<file path="src/rtl/fir_share_sched.sv">
// Round-robin, packet-granular sharing of one fixed-latency FIR core; handshake to m_tvalid is FILT_LAT+2 cycles,
// and credits stall sources so filter output never overflows the FIFO. Optional per-channel pkt_cnt under FIR_PKT_CNT_EN.
module fir_share_sched #(
    parameter int NUM_CH     = 4,
    parameter int DATA_W     = 32,
    parameter int OUT_W      = 32,
    parameter int FILT_LAT   = 8,
    parameter int FIFO_DEPTH = 16,
    localparam int CH_W      = (NUM_CH > 1) ? $clog2(NUM_CH) : 1
) (
    input  logic                     clk,
    input  logic                     reset,
    input  logic [NUM_CH-1:0]        s_tvalid,
    input  logic [NUM_CH*DATA_W-1:0] s_tdata,
    input  logic [NUM_CH-1:0]        s_tlast,
    output logic [NUM_CH-1:0]        s_tready,
    output logic [DATA_W-1:0]        filt_data_in,
    output logic                     filt_valid_in,
    output logic                     filt_sync_reset,
    input  logic [OUT_W-1:0]         filt_data_out,
    input  logic                     filt_valid_out,
    output logic                     m_tvalid,
    input  logic                     m_tready,
    output logic [OUT_W-1:0]         m_tdata,
    output logic                     m_tlast,
    output logic [CH_W-1:0]          m_tdest,
`ifdef FIR_PKT_CNT_EN
    output logic [NUM_CH*16-1:0]     pkt_cnt,
`endif
    output logic                     busy,
    output logic                     tag_err
);

    localparam int AW    = $clog2(FIFO_DEPTH);
    localparam int OCC_W = AW + 2;

    typedef enum logic [1:0] {IDLE, STREAM, DRAIN, CLEAR} state_t;

    typedef struct packed {
        logic [OUT_W-1:0] dat;
        logic             last;
        logic [CH_W-1:0]  ch;
    } ent_t;

    state_t            state_q;
    logic [CH_W-1:0]   rr_q;
    logic [CH_W-1:0]   cur_ch_q;
    logic              busy_q;
    logic              sync_rst_q;

    logic              in_vld_q;
    logic              in_last_q;
    logic [CH_W-1:0]   in_ch_q;
    logic [DATA_W-1:0] in_dat_q;

    logic [FILT_LAT-1:0] tag_vld_q;
    logic [FILT_LAT-1:0] tag_last_q;
    logic [CH_W-1:0]     tag_ch_q [FILT_LAT];
    logic                tag_err_q;

    logic [OCC_W-1:0]  inflight_q, inflight_d;
    logic [OCC_W-1:0]  fifo_cnt_q, fifo_cnt_d;
    logic [AW-1:0]     wr_ptr_q, rd_ptr_q;
    ent_t              mem [FIFO_DEPTH];

    logic              arb_hit;
    logic [CH_W-1:0]   arb_ch;
    logic              cur_vld, cur_last, hs;
    logic [DATA_W-1:0] cur_dat;
    logic [OCC_W-1:0]  occupancy;
    logic              credit_ok;
    logic              fifo_empty, fifo_full, push, pop;
    logic              exit_vld, exit_last;
    logic [CH_W-1:0]   exit_ch;
    ent_t              head, wr_ent;

    // Lowest offset from rr_q+1 wins; the loop runs backwards so the last assignment is the winner.
    always_comb begin
        logic [CH_W-1:0] cand;
        arb_hit = 1'b0;
        arb_ch  = '0;
        cand    = '0;
        for (int k = NUM_CH; k >= 1; k--) begin
            cand = CH_W'((int'(rr_q) + k) % NUM_CH);
            if (s_tvalid[cand]) begin
                arb_hit = 1'b1;
                arb_ch  = cand;
            end
        end
    end

    assign cur_vld   = s_tvalid[cur_ch_q];
    assign cur_last  = s_tlast[cur_ch_q];
    assign cur_dat   = s_tdata[int'(cur_ch_q)*DATA_W +: DATA_W];

    assign occupancy = inflight_q + fifo_cnt_q;
    assign credit_ok = occupancy < OCC_W'(FIFO_DEPTH);
    assign hs        = (state_q == STREAM) && cur_vld && credit_ok;

    always_comb begin
        s_tready = '0;
        if (state_q == STREAM) begin
            s_tready[cur_ch_q] = credit_ok;
        end
    end

    assign exit_vld  = tag_vld_q[FILT_LAT-1];
    assign exit_last = tag_last_q[FILT_LAT-1];
    assign exit_ch   = tag_ch_q[FILT_LAT-1];

    assign fifo_empty = (fifo_cnt_q == '0);
    assign fifo_full  = (fifo_cnt_q == OCC_W'(FIFO_DEPTH));
    assign pop        = m_tvalid && m_tready;
    // A spurious validOut into a full FIFO is dropped rather than corrupting the head.
    assign push       = filt_valid_out && (!fifo_full || pop);

    assign inflight_d = inflight_q + OCC_W'(hs) - OCC_W'(exit_vld);
    assign fifo_cnt_d = fifo_cnt_q + OCC_W'(push) - OCC_W'(pop);

    always_ff @(posedge clk or posedge reset) begin
        if (reset) begin
            state_q    <= IDLE;
            rr_q       <= CH_W'(NUM_CH - 1);
            cur_ch_q   <= '0;
            busy_q     <= 1'b0;
            sync_rst_q <= 1'b0;
        end else begin
            case (state_q)
                IDLE: begin
                    if (arb_hit) begin
                        cur_ch_q <= arb_ch;
                        rr_q     <= arb_ch;
                        busy_q   <= 1'b1;
                        state_q  <= STREAM;
                    end
                end
                STREAM: begin
                    if (hs && cur_last) begin
                        state_q <= DRAIN;
                    end
                end
                DRAIN: begin
                    if (inflight_q == '0) begin
                        sync_rst_q <= 1'b1;
                        state_q    <= CLEAR;
                    end
                end
                CLEAR: begin
                    sync_rst_q <= 1'b0;
                    busy_q     <= 1'b0;
                    state_q    <= IDLE;
                end
                default: state_q <= IDLE;
            endcase
        end
    end

    always_ff @(posedge clk or posedge reset) begin
        if (reset) begin
            in_vld_q   <= 1'b0;
            in_last_q  <= 1'b0;
            in_ch_q    <= '0;
            in_dat_q   <= '0;
            tag_vld_q  <= '0;
            tag_last_q <= '0;
            for (int i = 0; i < FILT_LAT; i++) begin
                tag_ch_q[i] <= '0;
            end
            inflight_q <= '0;
            tag_err_q  <= 1'b0;
        end else begin
            in_vld_q <= hs;
            if (hs) begin
                in_last_q <= cur_last;
                in_ch_q   <= cur_ch_q;
                in_dat_q  <= cur_dat;
            end
            // The input register is the first latency stage, so the tag pipe trails it by one.
            tag_vld_q   <= {tag_vld_q[FILT_LAT-2:0], in_vld_q};
            tag_last_q  <= {tag_last_q[FILT_LAT-2:0], in_last_q};
            tag_ch_q[0] <= in_ch_q;
            for (int i = 1; i < FILT_LAT; i++) begin
                tag_ch_q[i] <= tag_ch_q[i-1];
            end
            inflight_q <= inflight_d;
            if (filt_valid_out != exit_vld) begin
                tag_err_q <= 1'b1;
            end
        end
    end

    assign wr_ent.dat  = filt_data_out;
    assign wr_ent.last = exit_last;
    assign wr_ent.ch   = exit_ch;

    always_ff @(posedge clk) begin
        if (push) begin
            mem[wr_ptr_q] <= wr_ent;
        end
    end

    always_ff @(posedge clk or posedge reset) begin
        if (reset) begin
            wr_ptr_q   <= '0;
            rd_ptr_q   <= '0;
            fifo_cnt_q <= '0;
        end else begin
            if (push) begin
                wr_ptr_q <= wr_ptr_q + AW'(1);
            end
            if (pop) begin
                rd_ptr_q <= rd_ptr_q + AW'(1);
            end
            fifo_cnt_q <= fifo_cnt_d;
        end
    end

    assign head     = mem[rd_ptr_q];
    assign m_tvalid = !fifo_empty;
    assign m_tdata  = fifo_empty ? '0 : head.dat;
    assign m_tlast  = fifo_empty ? 1'b0 : head.last;
    assign m_tdest  = fifo_empty ? '0 : head.ch;

    assign filt_data_in    = in_dat_q;
    assign filt_valid_in   = in_vld_q;
    assign filt_sync_reset = sync_rst_q;
    assign busy            = busy_q;
    assign tag_err         = tag_err_q;

`ifdef FIR_PKT_CNT_EN
    logic [15:0] pkt_cnt_q [NUM_CH];

    always_ff @(posedge clk or posedge reset) begin
        if (reset) begin
            for (int i = 0; i < NUM_CH; i++) begin
                pkt_cnt_q[i] <= '0;
            end
        end else if (pop && head.last) begin
            pkt_cnt_q[head.ch] <= pkt_cnt_q[head.ch] + 16'd1;
        end
    end

    always_comb begin
        pkt_cnt = '0;
        for (int i = 0; i < NUM_CH; i++) begin
            pkt_cnt[i*16 +: 16] = pkt_cnt_q[i];
        end
    end
`endif

endmodule

</file>
<file path="config.mk">
export PLATFORM = sky130hd
export DESIGN_NAME = fir_share_sched
export DESIGN_NICKNAME = d
export VERILOG_FILES = /design/src/rtl/fir_share_sched.sv
export SDC_FILE = /design/constraint.sdc
export NUM_CORES = 1
export LEC_CHECK = 0
export CAP_MARGIN = 30
export CORE_ASPECT_RATIO = 1.5
export CORE_UTILIZATION = 42
export DETAILED_ROUTE_END_ITERATION = 7
export HOLD_SLACK_MARGIN = 0.12
export PLACE_DENSITY_LB_ADDON = 0.15
export SETUP_SLACK_MARGIN = 0.02
export SYNTH_ARGS = -nofsm -noshare
export SYNTH_HDL_FRONTEND = slang
export SYNTH_SLANG_ARGS = --single-unit
</file>
<file path="constraint.sdc">
create_clock -name clk -period 6.7 [get_ports clk]
set_input_delay 1.005 -clock clk [delete_from_list [all_inputs] [get_ports clk]]
set_output_delay 1.005 -clock clk [all_outputs]
set_load 0.01 [all_outputs]
</file>
; Word-level counts from Yosys, hierarchy flattened
; Memories as Yosys holds them, arrays and structs flattened.
; Cells that the tools add are included.
; W data, S select, Z words.
[word_totals]
n_memories = 1
regBits = 97
elab_cells = 107
out_inout_bits = 76
mem_bits_rw = 560
[op_classes]
eq_ne = 8
n_shift = 1
n_lt_le_gt_ge = 7
mux = 36
bitwise = 1
n_reduce_logical = 18
add_sub_neg = 11
[memory_table]
columns = memory, words, word_bits, read_ports, rd_ports_with_merged_regs, write_ports, line
row1 = mem, 16, 35, 1, 0, 1, 64  ; ent_t mem [FIFO_DEPTH];
[op_table]
columns = operator, n
row1 = $shiftx A128 B8 Y32, 1
row2 = $mux W32, 1
row3 = $mux W1, 16
row4 = $mux W2, 8
row5 = $lt A2 B3 Y1 const B, 5
row6 = $add A6 B1 Y6, 2
row7 = $bmux W1 S2, 6
row8 = $logic_not A6 Y1, 2
row9 = $sub A6 B1 Y6, 2
row10 = $add A4 B1 Y4 const B, 2
row11 = $pmux W2 S4, 1
row12 = $add A6 B6 Y6, 1
row13 = $eq A6 B5 Y1 const B, 1
row14 = $logic_and A1 B1 Y1, 6
row15 = $lt A6 B5 Y1 const B, 1
row16 = $reduce_and A2 Y1, 3
row17 = $add A2 B1 Y2 const B, 2
row18 = $add A2 B2 Y2 const B, 2
row19 = $and A4 B4 Y4, 1
row20 = $eq A2 B2 Y1 const B, 2
row21 = $mux W4, 1
row22 = $ne A2 B2 Y1 const B, 2
row23 = $pmux W1 S2, 2
row24 = $reduce_bool A2 Y1, 2
row25 = other kinds (9), 10

; Logic depth before layout (Yosys ltp)
[depth]
ltp_word = 9
depth_mapped = 15
mapped_depth_nobuf = 14

; Worst setup path before layout
; OpenSTA, ideal clock, no wires.
[synth_timing]
path_type = input-to-reg
start = input port m_tready
end = memory mem[0][0] in the netlist's numbering (enable)
stages = 5
path_slack_ps = 3517
setup_time_ps = 395
t_required_ps = 6305
arrival_time_ps = 2787
cell_sequence = nand2b_1 -> a41oi_1 -> inv_1 -> nor3_1 -> and2_1
[synth_via]
elab_chain_len = 5
[synth_rtl]
columns = element, line
row1 = start: declaration, 23  ; input logic m_tready,
row2 = $logic_and A1 B1 Y1, 113  ; assign pop = m_tvalid && m_tready;
row3 = $logic_or A1 B1 Y1, 115  ; assign push = filt_valid_out && (!fifo_full || pop);
row4 = $logic_and A1 B1 Y1, 115
row5 = $mux W1, 197  ; if (push) begin
row6 = $mux W1 (implied by the code), 198  ; mem[wr_ptr_q] <= wr_ent;
row7 = end: declaration, 64
; No other way between the ends.

; Worst setup path in the final report
[layout_timing]
start = register rd_ptr_q[0]
end = output port m_tlast
[layout_via]
elab_chain_len = 2
[layout_rtl]
columns = element, line
row1 = start: declaration, 63  ; logic [AW-1:0] wr_ptr_q, rd_ptr_q;
row2 = start signal: assignment, 212  ; rd_ptr_q <= rd_ptr_q + AW'(1);
row3 = $mem_v2 Z16 W35, -
row4 = $mux W1, 221  ; assign m_tlast = fifo_empty ? 1'b0 : head.last;
row5 = end: declaration, 25  ; output logic m_tlast,
; No other way between the ends.

==> impl_metrics.sql <==
INSERT INTO impl_metrics (metric_group, metric, value, unit) VALUES
('clocking', 'cts_hold_buf', '0', ''),
('drt', 'drt-pass1-iter-count', '5', ''),
('synth', 'synth_ff_type', 'edfxtp_1', ''),
('clocking', 'post-cts-setup-buffer-count', '0', ''),
('clocking', 'tritoncts', 'built', ''),
('drt', 'vias', '12500', ''),
('flow_run', 'timing.max_cap.violations', '0', ''),
('drt', 'route.detailed.drc', '0', ''),
('min_path', 'holdPathStages', '0', ''),
('power', 'vdd_ir_drop_max', '0.263', 'mV'),
('setup_path', 'setup.worst_path.class', 'reg2out', ''),
('setup_path', 'arrival', '3.90', 'ns'),
('synth', 'share_of_flip_flops_with_an_asynchronous_set_or_reset_after_synthesis', '14.8', '%'),
('die', 'die_height', '308', 'um'),
('min_path', 'hold_path.class', 'reg2reg', ''),
('timing', 'worstMarginPinSlew', '0.915', 'ns'),
('timing', 'maxClockFrequency', '204', 'MHz'),
('timing', 'hold_slack', '0.346', 'ns'),
('clocking', 'cts_max_level', '2', ''),
('synth', 'synth_largest_area_cell', 'edfxtp_1', ''),
('die', 'die_area', '63400', 'um^2'),
('cells_and_area', 'finish.cell_count_without_fillers', '2295', ''),
('die', 'fp.coreArea', '61400', 'um^2'),
('synth', 'post_synth.cell_area_avg', '22.3', 'um^2'),
('cells_and_area', 'syn2layout_area_growth', '20.2', '%'),
('grt', 'grt_pass1_vias', '13900', ''),
('clocking', 'cts_repair_resize_count', '0', ''),
('setup_path', 'crit_path_end_kind', 'primary output', ''),
('timing', 'layout_min_cycle_time', '4.90', 'ns'),
('die', 'chipWidth', '206', 'um'),
('power', 'power.density_cell_area', '422', 'nW/um^2'),
('grt', 'antenna_found_initial', '1', ''),
('clocking', 'cts.root.buffer_cell', 'clkbuf_16', ''),
('synth', 'synth.net_count', '1382', ''),
('clocking', 'cts_made_buffers', '60', ''),
('timing', 'final-hold-violation-count', '0', ''),
('die', 'pin_count', '248', ''),
('synth', 'synth.yosys.warnings', '0', ''),
('timing', 'rsz0062_at_grt', 'no', ''),
('setup_path', 'timing.rr.start', 'fifo_cnt_q[1]$_DFF_PP0_', ''),
('synth', 'synth_edf_count', '560', ''),
('synth', 'syn_inst', '1177', ''),
('run_status', 'status', 'finished, final reports clean', ''),
('drt', 'wl_per_cell', '25.3', 'um'),
('setup_path', 'timing.critical_path.fanout_max', '55', ''),
('timing', 'post-route-period-util', '73.1', '%'),
('drt', 'postRouteWirelength', '58100', 'um'),
('setup_path', 'setup.worst_path.start', 'rd_ptr_q[0]$_DFFE_PP0N_', ''),
('placed_design', 'dp_hpwl', '32600', 'um'),
('grt', 'globalRouteTotalUtil', '19.0', '%'),
('synth', 'synth.cell_area', '26200', 'um^2'),
('synth', 'yosysSeqAreaShare', '73.5', '%'),
('timing', 'slew_headroom', '39.0', '%'),
('synth', 'netlist_top_cells_area', 'edfxtp_1 64%, mux4_2 18%, dfrtp_1 9.1%', ''),
('cells_and_area', 'seq_area', '19300', 'um^2'),
('drt', 'iteration_0_drc_markers', '696', ''),
('clocking', 'worst_skew_late_latency', '0.64', 'ns'),
('cells_and_area', 'fillerInstances', '4961', ''),
('cells_and_area', 'drive_gt1_share', '24.9', '%'),
('power', 'static-leakage-power', '10.5', 'nW'),
('min_path', 'hp-start', 'tag_ch_q[9]$_DFF_PP0_', ''),
('die', 'start_util', '42.7', '%'),
('timing', 'final_max_slew_viol_count', '0', ''),
('synth', 'postSynthRegisterBits', '657', ''),
('setup_path', 'required', '5.69', 'ns'),
('drt', 'ant_nets', '0', ''),
('clocking', 'tritoncts_num_sinks', '657', ''),
('setup_path', 'ff2ff_path_depth', '15', ''),
('clocking', 'path_clk_slew', '0.06', 'ns'),
('synth', 'synth.top_cell.area_share', '64.2', '%'),
('grt', 'grt_first_pass_wirelength', '87100', 'um');
[sequential cells by signal (all words and copies together), names as in the netlist]
name	flops
rd_ptr_q	4
in_ch_q	2
cur_ch_q	2
state_q	2
filt_data_in	32
filt_valid_in	1
mem	560
tag_err	1
tag_ch_q	14
fifo_cnt_q	6
tag_last_q	8
filt_sync_reset	1
exit_ch	2
rr_q	2
inflight_q	6
busy	1
tag_vld_q	8
wr_ptr_q	4
in_last_q	1
[cell families after synthesis]
group / count (synthesis) / share of synthesized area [%]
XOR/XNOR: 16 / 0.535
AND/OR/NAND/NOR: 102 / 2.20
AO/OA/AOI/OAI: 32 / 0.831
multiplexers: 250 / 19.7
adder cells (fa/ha/maj): 33 / 1.63
buffers and inverters: 87 / 1.60
flip-flops: 657 / 73.5
[Yosys cell counts (3+ instances only)]
master / n
nand3_1: 3
mux2_1: 10
xnor2_1: 8
buf_6: 9
mux2_2: 27
inv_1: 30
xor2_1: 8
nand2_1: 14
edfxtp_1: 560
nand2b_1: 4
a21o_1: 4
nor2b_1: 39
nor2_1: 11
nor3_1: 6
clkbuf_1: 23
buf_4: 3
buf_1: 10
dfrtp_1: 95
a21oi_1: 8
mux2i_1: 4
mux4_2: 209
o21ai_0: 3
ha_1: 31
and2_1: 17
buf_2: 11
[stage by stage]
step | utilization, % | cell area (um^2) | total power [mW]
detailed placement | 48.2 | 29600 | 10.2
finish | 51.3 | 31500 | 13.3
global placement | 48.2 | 29600 | 10.2
global route | 51.3 | 31500 | 14.0
floorplan | - | 26200 | 8.49
CTS | 51.3 | 31500 | 13.5
[area by class of cell]
type,count,area share (%)
multi-input cells,433,20.8
clock buffers,75,5.08
clock inverters,37,0.847
well taps,791,3.15
inverters,31,0.378
flip-flops and latches,657,61.2
repair buffers,271,8.55
[layer usage]
| metal | vias up | share of wire (%) | GRT usage, % |
|---|---|---|---|
| met4 | 2 | 2.0 | 4.67 |
| met3 | 80 | 5.9 | 3.49 |
| met2 | 394 | 53 | 33.8 |
| met1 | 6623 | 39 | 23.9 |
| li1 | 5401 | - | - |
| met5 | - | 0.028 | 0 |
[worst max-delay path, cell delays in order (launching register included)]
cell	delay (ns)
dfrtp_4	0.97
buf_12	0.45
mux4_2	0.58
mux4_2	0.46
nor2b_1	0.20
clkdlybuf4s50_1	0.55
[worst paths after layout]
path,endpoint,slack (ns)
setup / recovery,m_tlast,1.80
hold / removal,tag_ch_q[7]$_DFF_PP0_,0.35
setup reg to reg,inflight_q[4]$_DFF_PP0_,3.14
hold reg to reg,tag_ch_q[7]$_DFF_PP0_,0.35
max in group asynchronous,cur_ch_q[0]$_DFFE_PP0P_,4.73
min in group asynchronous,filt_data_in[11]$_DFFE_PP0P_,0.78
[report_power, final]
group / switching [mW] / internal [mW] / total [mW]
Combinational: 1.96 / 2.49 / 4.45
Sequential: 0.458 / 5.11 / 5.57
Clock: 1.48 / 1.77 / 3.25
Total: 3.89 / 9.38 / 13.3
[layout by cell type (no fill, tap or decap), types with 8 or more instances in the layout]
master           instances
buf_4                   21
edfxtp_1               560
a21oi_1                  8
nand2_1                 14
xnor2_1                  8
clkinv_2                16
mux2_2                  27
clkinv_1                14
ha_1                    31
clkbuf_1                11
clkdlybuf4s50_1        247
mux2_1                  10
dfrtp_1                 90
inv_1                   29
xor2_1                   8
mux4_2                 209
nor2b_1                 39
and2_2                  14
clkbuf_16               60
nor2_1                  11
(Power assumes the default switching activity.)
